`config.mk`:
```
export PLATFORM = sky130hd
export DESIGN_NAME = wash_program_sequencer_flat
export DESIGN_NICKNAME = d
export VERILOG_FILES = /design/src/rtl/wash_program_sequencer_if.sv /design/src/rtl/wash_program_sequencer.sv /design/src/flat_wrapper.sv
export SDC_FILE = /design/constraint.sdc
export NUM_CORES = 1
export LEC_CHECK = 0
export CAP_MARGIN = 20
export CORE_MARGIN = 2
export CORE_UTILIZATION = 55
export CTS_CLUSTER_DIAMETER = 40
export DETAILED_ROUTE_END_ITERATION = 6
export GPL_TIMING_DRIVEN = 0
export PLACE_DENSITY = 0.85
export RECOVER_POWER = 100
export SYNTH_ARGS = -nofsm -noshare
export SYNTH_HDL_FRONTEND = slang
export SYNTH_SLANG_ARGS = --single-unit
export TNS_END_PERCENT = 20
```
`constraint.sdc`:
```
create_clock -name clk -period 2.8 [get_ports clk]
set_input_delay 0.42 -clock clk [delete_from_list [all_inputs] [get_ports clk]]
set_output_delay 0.42 -clock clk [all_outputs]
set_load 0.02 [all_outputs]
```
`src/rtl/wash_program_sequencer_if.sv`:
```
// Front-panel, sensor and actuator signals of the wash program sequencer.
// The master side drives the panel/sensor inputs; the slave side is the sequencer.
interface wash_program_sequencer_if #(
  parameter int unsigned TIMER_W = 8
);
  logic               tick;
  logic               start;
  logic               pause;
  logic               abort;
  logic [1:0]         prog_sel;
  logic               full;
  logic               empty;
  logic               cold;
  logic               ready;
  logic               water_in;
  logic               heat_r;
  logic               wash;
  logic               drain;
  logic               speed;
  logic               done;
  logic               fault;
  logic [2:0]         phase;
  logic [TIMER_W-1:0] remaining;

  modport master (
    output tick, start, pause, abort, prog_sel, full, empty, cold,
    input  ready, water_in, heat_r, wash, drain, speed, done, fault, phase, remaining
  );

  modport slave (
    input  tick, start, pause, abort, prog_sel, full, empty, cold,
    output ready, water_in, heat_r, wash, drain, speed, done, fault, phase, remaining
  );
endinterface

```
`src/rtl/wash_program_sequencer.sv`:
```
// Washing-machine cycle sequencer: fill, heat, wash, drain, spin with one shared
// tick-driven phase counter (down for timed phases, up for level-timeout supervision).
module wash_program_sequencer #(
  parameter int unsigned WASH_NORMAL  = 40,
  parameter int unsigned WASH_QUICK   = 20,
  parameter int unsigned SPIN_LEN     = 20,
  parameter int unsigned FILL_TIMEOUT = 100,
  parameter int unsigned TIMER_W      = 8
) (
  input logic                     clk,
  input logic                     reset,
  wash_program_sequencer_if.slave bus
);
  localparam logic [2:0] IDLE  = 3'd0;
  localparam logic [2:0] FILL  = 3'd1;
  localparam logic [2:0] HEAT  = 3'd2;
  localparam logic [2:0] WASH  = 3'd3;
  localparam logic [2:0] DRAIN = 3'd4;
  localparam logic [2:0] SPIN  = 3'd5;
  localparam logic [2:0] DONE  = 3'd6;
  localparam logic [2:0] FAULT = 3'd7;

  localparam logic [TIMER_W-1:0] WN_V  = TIMER_W'(WASH_NORMAL);
  localparam logic [TIMER_W-1:0] WQ_V  = TIMER_W'(WASH_QUICK);
  localparam logic [TIMER_W-1:0] SP_V  = TIMER_W'(SPIN_LEN);
  localparam logic [TIMER_W-1:0] FT_V  = TIMER_W'(FILL_TIMEOUT);
  localparam logic [TIMER_W-1:0] FT_M1 = TIMER_W'(FILL_TIMEOUT - 1);
  localparam logic [TIMER_W-1:0] ONE   = TIMER_W'(1);

  logic [2:0]         state;
  logic [TIMER_W-1:0] cnt;
  logic               aborted;
  logic [1:0]         prog;
  logic               active;
  logic               hold;

  assign active = (state == FILL) || (state == HEAT) || (state == WASH) ||
                  (state == DRAIN) || (state == SPIN);
  assign hold   = bus.pause && active;

  always_ff @(posedge clk) begin
    if (reset) begin
      state   <= IDLE;
      cnt     <= '0;
      aborted <= 1'b0;
      prog    <= '0;
    end else begin
      case (state)
        IDLE: begin
          if (bus.start && !bus.abort) begin
            prog  <= bus.prog_sel;
            cnt   <= '0;
            state <= (bus.prog_sel == 2'd2) ? DRAIN : FILL;
          end
        end
        FILL, HEAT, WASH: begin
          if (bus.abort) begin
            state   <= DRAIN;
            cnt     <= '0;
            aborted <= 1'b1;
          end else if (!bus.pause) begin
            if (state == FILL) begin
              if (bus.full) begin
                state <= HEAT;
              end else if (bus.tick) begin
                if (cnt >= FT_M1) begin
                  state <= FAULT;
                  cnt   <= FT_V;
                end else begin
                  cnt <= cnt + ONE;
                end
              end
            end else if (state == HEAT) begin
              if (!bus.cold) begin
                state <= WASH;
                cnt   <= (prog == 2'd1) ? WQ_V : WN_V;
              end
            end else if (bus.tick) begin
              if (cnt <= ONE) begin
                state <= DRAIN;
                cnt   <= '0;
              end else begin
                cnt <= cnt - ONE;
              end
            end
          end
        end
        DRAIN: begin
          if (bus.abort) aborted <= 1'b1;
          if (!bus.pause) begin
            // An abort seen in the same cycle as empty still skips the spin.
            if (bus.empty) begin
              if (aborted || bus.abort) begin
                state   <= IDLE;
                cnt     <= '0;
                aborted <= 1'b0;
              end else begin
                state <= SPIN;
                cnt   <= SP_V;
              end
            end else if (bus.tick) begin
              if (cnt >= FT_M1) begin
                state <= FAULT;
                cnt   <= FT_V;
              end else begin
                cnt <= cnt + ONE;
              end
            end
          end
        end
        SPIN: begin
          if (bus.abort) begin
            state   <= IDLE;
            cnt     <= '0;
            aborted <= 1'b0;
          end else if (!bus.pause && bus.tick) begin
            if (cnt <= ONE) begin
              state <= DONE;
              cnt   <= '0;
            end else begin
              cnt <= cnt - ONE;
            end
          end
        end
        DONE: begin
          state   <= IDLE;
          cnt     <= '0;
          aborted <= 1'b0;
        end
        default: begin
          if (bus.abort) begin
            state   <= IDLE;
            cnt     <= '0;
            aborted <= 1'b0;
          end
        end
      endcase
    end
  end

  always_comb begin
    bus.ready     = (state == IDLE);
    bus.done      = (state == DONE);
    bus.fault     = (state == FAULT);
    bus.phase     = state;
    bus.remaining = cnt;
    bus.water_in  = !hold && (state == FILL);
    bus.heat_r    = !hold && (state == HEAT) && bus.cold;
    bus.wash      = !hold && (state == WASH);
    bus.drain     = !hold && ((state == DRAIN) || (state == SPIN));
    bus.speed     = !hold && (state == SPIN);
  end
endmodule

```
`src/flat_wrapper.sv`:
```
// flat-port wrapper written by rule: the top's interface ports become plain ports
module wash_program_sequencer_flat 
#(
  parameter int unsigned WASH_NORMAL  = 40,
  parameter int unsigned WASH_QUICK   = 20,
  parameter int unsigned SPIN_LEN     = 20,
  parameter int unsigned FILL_TIMEOUT = 100,
  parameter int unsigned TIMER_W      = 8
)
  (clk, reset, bus_tick, bus_start, bus_pause, bus_abort, bus_prog_sel, bus_full, bus_empty, bus_cold, bus_ready, bus_water_in, bus_heat_r, bus_wash, bus_drain, bus_speed, bus_done, bus_fault, bus_phase, bus_remaining);
  wash_program_sequencer_if #(.TIMER_W(TIMER_W)) bus_i ();
  input logic clk;
  input logic reset;
  input wire logic [$bits(bus_i.tick)-1:0] bus_tick;
  input wire logic [$bits(bus_i.start)-1:0] bus_start;
  input wire logic [$bits(bus_i.pause)-1:0] bus_pause;
  input wire logic [$bits(bus_i.abort)-1:0] bus_abort;
  input wire logic [$bits(bus_i.prog_sel)-1:0] bus_prog_sel;
  input wire logic [$bits(bus_i.full)-1:0] bus_full;
  input wire logic [$bits(bus_i.empty)-1:0] bus_empty;
  input wire logic [$bits(bus_i.cold)-1:0] bus_cold;
  output wire logic [$bits(bus_i.ready)-1:0] bus_ready;
  output wire logic [$bits(bus_i.water_in)-1:0] bus_water_in;
  output wire logic [$bits(bus_i.heat_r)-1:0] bus_heat_r;
  output wire logic [$bits(bus_i.wash)-1:0] bus_wash;
  output wire logic [$bits(bus_i.drain)-1:0] bus_drain;
  output wire logic [$bits(bus_i.speed)-1:0] bus_speed;
  output wire logic [$bits(bus_i.done)-1:0] bus_done;
  output wire logic [$bits(bus_i.fault)-1:0] bus_fault;
  output wire logic [$bits(bus_i.phase)-1:0] bus_phase;
  output wire logic [$bits(bus_i.remaining)-1:0] bus_remaining;
  assign bus_i.tick = bus_tick;
  assign bus_i.start = bus_start;
  assign bus_i.pause = bus_pause;
  assign bus_i.abort = bus_abort;
  assign bus_i.prog_sel = bus_prog_sel;
  assign bus_i.full = bus_full;
  assign bus_i.empty = bus_empty;
  assign bus_i.cold = bus_cold;
  assign bus_ready = bus_i.ready;
  assign bus_water_in = bus_i.water_in;
  assign bus_heat_r = bus_i.heat_r;
  assign bus_wash = bus_i.wash;
  assign bus_drain = bus_i.drain;
  assign bus_speed = bus_i.speed;
  assign bus_done = bus_i.done;
  assign bus_fault = bus_i.fault;
  assign bus_phase = bus_i.phase;
  assign bus_remaining = bus_i.remaining;
  wash_program_sequencer #(.WASH_NORMAL(WASH_NORMAL), .WASH_QUICK(WASH_QUICK), .SPIN_LEN(SPIN_LEN), .FILL_TIMEOUT(FILL_TIMEOUT), .TIMER_W(TIMER_W)) u_core (.clk(clk), .reset(reset), .bus(bus_i));
endmodule
```
Word level (Yosys, flattened, before mapping)
Index checks and enable logic that the tools add are counted.
{"block": "totals", "reg_bits": 14, "input_bits": 11, "output_inout_bits": 19, "wordCells": 98}
{"block": "op_classes", "muxes": 45, "n_reduce_logical": 26, "n_eq_ne": 18, "add_sub_neg": 2, "bitwise_logic": 1, "n_lt_le_gt_ge": 2}
{"operator": "$mux 8", "count": 16}
{"operator": "$mux 3", "count": 19}
{"operator": "$pmux 8 s5", "count": 1}
{"operator": "$pmux 3 s5", "count": 1}
{"operator": "$eq 3x3->1 const B", "count": 4}
{"operator": "$logic_and 1x1->1", "count": 9}
{"operator": "$reduce_and 9->1", "count": 1}
{"operator": "$add 8x1->8 const B", "count": 1}
{"operator": "$ge 8x7->1 const B", "count": 1}
{"operator": "$le 8x1->1 const B", "count": 1}
{"operator": "$reduce_and 8->1", "count": 1}
{"operator": "$sub 8x1->8 const B", "count": 1}
{"operator": "$eq 3x2->1 const B", "count": 2}
{"operator": "$logic_or 1x1->1", "count": 6}
{"operator": "$mux 6", "count": 1}
{"operator": "$ne 3x2->1 const B", "count": 2}
{"operator": "$reduce_bool 6->1", "count": 1}
{"operator": "$mux 1", "count": 5}
{"operator": "$mux 5", "count": 1}
{"operator": "$ne 5x2->1 const B", "count": 1}
{"operator": "$ne 5x3->1 const B", "count": 1}
{"operator": "$ne 5x4->1 const B", "count": 1}
{"operator": "$ne 4x4->1 const B", "count": 1}
{"operator": "$pmux 1 s4", "count": 1}
{"operator": "12 further kinds", "count": 15}

Depth between registers and ports, before layout
{"block": "depth", "depth_word": 9, "mapped_depth": 8, "depth_no_buf": 8}

Worst setup path after synthesis
No wires, ideal clock.
{"block": "synth_path", "path_kind": "flip-flop to output port", "from": "register u_core.state[1], in the netlist u_core.bus.phase[1]", "to": "output bus_wash", "arrival_time_ps": 1727, "t_required_ps": 2380, "n_path_buf": 3, "path_slack_ps": 653, "path_stages_with_launch": 5, "path_cell_list": "dfxtp_1 -> clkbuf_1 -> buf_2 -> clkbuf_1 -> nor3b_1"}
{"block": "synth_between", "elab_chain_cells": 8, "elab_cells_between_ends": 12, "classes_between": "5 x eq/ne; 7 x reduce/logical"}
{"item": "from (decl)", "line": "wash_program_sequencer.sv:30", "rtl": "logic [2:0] state;"}
{"item": "from (signal assigned)", "line": "wash_program_sequencer.sv:53", "rtl": "state <= (bus.prog_sel == 2'd2) ? DRAIN : FILL;"}
{"item": "$eq 3x1->1 / $eq 3x2->1 (equally long branches)", "line": "wash_program_sequencer.sv:37", "rtl": "assign active = (state == FILL) || (state == HEAT) || (state == WASH) ||"}
{"item": "$logic_or 1x1->1 (3 in a row)", "line": "wash_program_sequencer.sv:37"}
{"item": "$logic_or 1x1->1", "line": "wash_program_sequencer.sv:38", "rtl": "(state == DRAIN) || (state == SPIN);"}
{"item": "$logic_and 1x1->1", "line": "wash_program_sequencer.sv:39", "rtl": "assign hold = bus.pause && active;"}
{"item": "$logic_not 1->1", "line": "wash_program_sequencer.sv:149", "rtl": "bus.wash = !hold && (state == WASH);"}
{"item": "$logic_and 1x1->1 *", "line": "wash_program_sequencer.sv:149"}
{"item": "to (decl)", "line": "flat_wrapper.sv:25", "rtl": "output wire logic [$bits(bus_i.wash)-1:0] bus_wash;"}
Every way passes the cells marked *; elsewhere a longest branch is shown, timed or not.

Final worst setup path
{"block": "layout_path", "from": "register u_core.state[0], in the netlist u_core.bus.phase[0]", "to": "output bus_fault"}
{"block": "layout_between", "elab_chain_cells": 1}
{"item": "$eq 3x3->1", "line": "wash_program_sequencer.sv:144", "rtl": "bus.fault = (state == FAULT);"}
{"item": "to (decl)", "line": "flat_wrapper.sv:29", "rtl": "output wire logic [$bits(bus_i.fault)-1:0] bus_fault;"}
Every way passes these cells.

==> key figures <==
Logic synthesis
  – Synthesized Nets: 214
  – Mean Syn Cell Area: 7.29 um2
  – Main synth FF type: dfxtp_1
  – Post-synthesis sequential area ratio: 19.2%
  – Syn Std Cell Area: 1460 um2
  – Synthesized instance count: 200
  – Distinct cell type count after synthesis: 59
  – FF+latch count, synth: 14
  – Async S/R FF share, synth: 0%
  – Ys Warns: 0
  – Post-synth EDFFs: 0

Worst setup path
  – R2R cell count: 7
  – R2R setup slack: 0.34 ns
  – Crit-path max FO: 10
  – Startpoint types: register
  – Path type of the worst setup path: reg -> out
  – Setup crit end kind: primary output
  – Critical path required time: 2.38 ns
  – WP data arrival: 2.24 ns

Floorplan
  – Initial Utilization: 58.3%
  – DIE AREA: 3080 um2
  – FP Rows: 18
  – Die Y: 55.5 um
  – Ports: 30
  – Die span in x: 55.5 um
  – Core Area: 2500 um2

Finish
  – Layout cells sized above 1: 10.5%
  – Ant diodes: 0
  – Final instance area: 1750 um2
  – Nets: 243
  – Synth-to-Final Area Change: 20.3%

STA
  – Clk_skew: 0.00641 ns
  – Final Max Tran Viols: 0
  – Final period util: 95.1%
  – Final setup fails: 0
  – Setup tns final: 0 ns
  – RSZ-0062 raised after global routing: false
  – Hold Vio Cnt, Final: 0
  – Minimum clock period: 2.66 ns
  – Worst Max-Slew Pin Slew: 0.718 ns
  – Max_slew headroom: 52.2%
  – Peak Freq: 376 MHz

Routing
  – Detailed-route DRC error count: 0
  – Initial DRC count: 95
  – Pre-antenna DRT Iters: 4
  – Vias per Instance: 6.45
  – Routed wire length: 4140 um
  – Wire per inst: 16.0 um
  – Vias: 1665
  – Antenna viol nets, final: 0

Power and ir drop
  – Cell Pwr Density: 602 nW/um2
  – P_leak: 0.713 nW
  – Peak supply drop: 0.581 mV

Clocking
  – Root Driver: clkbuf_4
  – CTS H-tree lvls: 1
  – Clock Sinks: 14
  – PostCTS Resize Cnt: 0
  – Post-CTS Setup Inserts: 0
  – Clk slew on worst S/H paths: 0.10 ns
  – Worst-Skew Late Latency: 0.29 ns
  – Num CTS Buffers: 3
  – CTS tree: built
  – Max Buffers Root-to-Sink: 2

Status
  – Status: finished, final reports clean

Placement
  – Placed cell area: 1760 um2
  – HPWL reported at the end of detailed placement: 3230 um
  – Gpl congestion: 0.936
  – Buffers added on ports: 26

Global routing
  – Initial antenna violation count: 0
  – Vias in the first global route: 1554
  – First-pass GRT wire length: 7190 um
  – Gr ovfl total: 0
  – Pin count of the biggest net entering global routing: 20
  – All-layer global routing usage: 28.1%

Run
  – Max Cap Viol: 0

Min path
  – Hold Crit Class: in -> reg
  – Hold Path Depth: 2
## critical path, stage by stage (launching register included)
cell	delay, ns
dfxtp_1	0.48
clkbuf_1	0.37
clkbuf_2	0.32
and3_1	0.19
clkdlybuf4s50_1	0.59
## layout by cell type (no fill, tap or decap), types with 2 or more instances in the layout
cell,count
nor2b_1,5
a311oi_1,5
nand2_1,13
nand2b_1,6
o211a_1,2
clkbuf_1,5
nand4b_1,2
clkbuf_4,3
nor2_1,21
mux2i_1,3
nor3_1,5
o31ai_1,2
nor4_1,4
o21ai_0,15
o2bb2ai_1,3
xnor2_1,3
inv_1,7
dlygate4sd3_1,15
nand3_1,7
a31oi_1,3
and3_1,6
dfxtp_1,14
nor3b_1,3
clkdlybuf4s50_1,11
clkbuf_2,3
buf_2,6
a21oi_1,15
ha_1,3
a21o_1,3
a211oi_1,2
nand4_1,2
mux2_2,2
## through the flow
step                      setup slack [ns]  total power, W  cells  hold WS (ns)  util, %
after floorplan                      0.653        0.000731    200         0.455        -
after CTS                            0.101         0.00108    259         0.523     71.5
after detailed placement             0.263        0.000927    256         0.509     70.2
after global routing                0.0366         0.00114    258         0.487     70.2
after global placement               0.288        0.000917    256         0.471     70.2
final                                0.138         0.00106    258         0.498     70.2
## logic make-up after synthesis
family | Yosys count | share of synthesized area (%)
DFF | 14 | 19.2
AOI/OAI and AO/OA | 65 | 33.0
muxes | 5 | 3.61
adders and majority gates | 3 | 2.58
buffers and inverters | 25 | 7.81
and+or+nand+nor | 84 | 31.3
xor gates and xnor gates | 4 | 2.40
## what timing repair did
action / CTS / global route
hold buffers: 0 / 0
gates cloned: 0 / 0
setup endpoints to repair: 3 / 1
## sequential cells by signal, indices dropped and copies added (netlist names)
| signal | count |
|---|---|
| u_core.bus.remaining | 8 |
| u_core.bus.phase | 3 |
| u_core.prog | 2 |
| u_core.aborted | 1 |
## power by group
part	switching (W)	internal, W	total (W)
registers	0.0000258	0.000224	0.000250
clock network	0.0000746	0.0000792	0.000154
logic	0.000402	0.000250	0.000652
## synth_stat cells, drive strengths merged (3+ instances only)
cell type  count  area (um2)
nor2          21        78.8
o21ai         16        83.8
a21oi         15        86.3
dfxtp         14         280
buf           13        68.8
nand2         13        48.8
nand3          8        45.0
inv            7        26.3
and3           6        37.5
nand2b         6        37.5
a311oi         5        43.8
clkbuf         5        18.8
nor2b          5        31.3
nor3           5        25.0
nor4           4        25.0
a21o           3        22.5
a31oi          3        33.8
ha             3        37.5
mux2i          3        30.0
nor3b          3        22.5
o2bb2ai        3        26.3
o31ai          3        36.3
xnor2          3        26.3
## metal layers
layer	GRT usage, %	vias up	share of wire, %
met4	12.9	0	3.3
li1	-	790	-
met2	46.1	91	50
met5	0	-	0
met1	35.9	768	39
met3	4.68	16	7.6
## final cells by class
cell class | count | area (um2)
fillers | 218 | 746
multi-input cells | 161 | 1030
well taps | 30 | 37.5
clock buffers | 4 | 36.3
flip-flops and latches | 14 | 280
plain buffers | 16 | 78.8
inverters | 7 | 26.3
repair buffers | 26 | 260
## path summary, 6_finish.rpt
path                                                        endpoint                                  from
worst max register to register  u_core.bus.remaining[2]$_SDFFE_PP0P_  u_core.bus.remaining[0]$_SDFFE_PP0P_
worst min register to register           u_core.prog[0]$_SDFFE_PP0P_           u_core.prog[0]$_SDFFE_PP0P_
worst max-delay path                                       bus_fault      u_core.bus.phase[0]$_SDFFE_PP0P_
worst min-delay path                     u_core.prog[0]$_SDFFE_PP0P_                                 reset
Note: power is estimated with default switching activity, not from simulation.
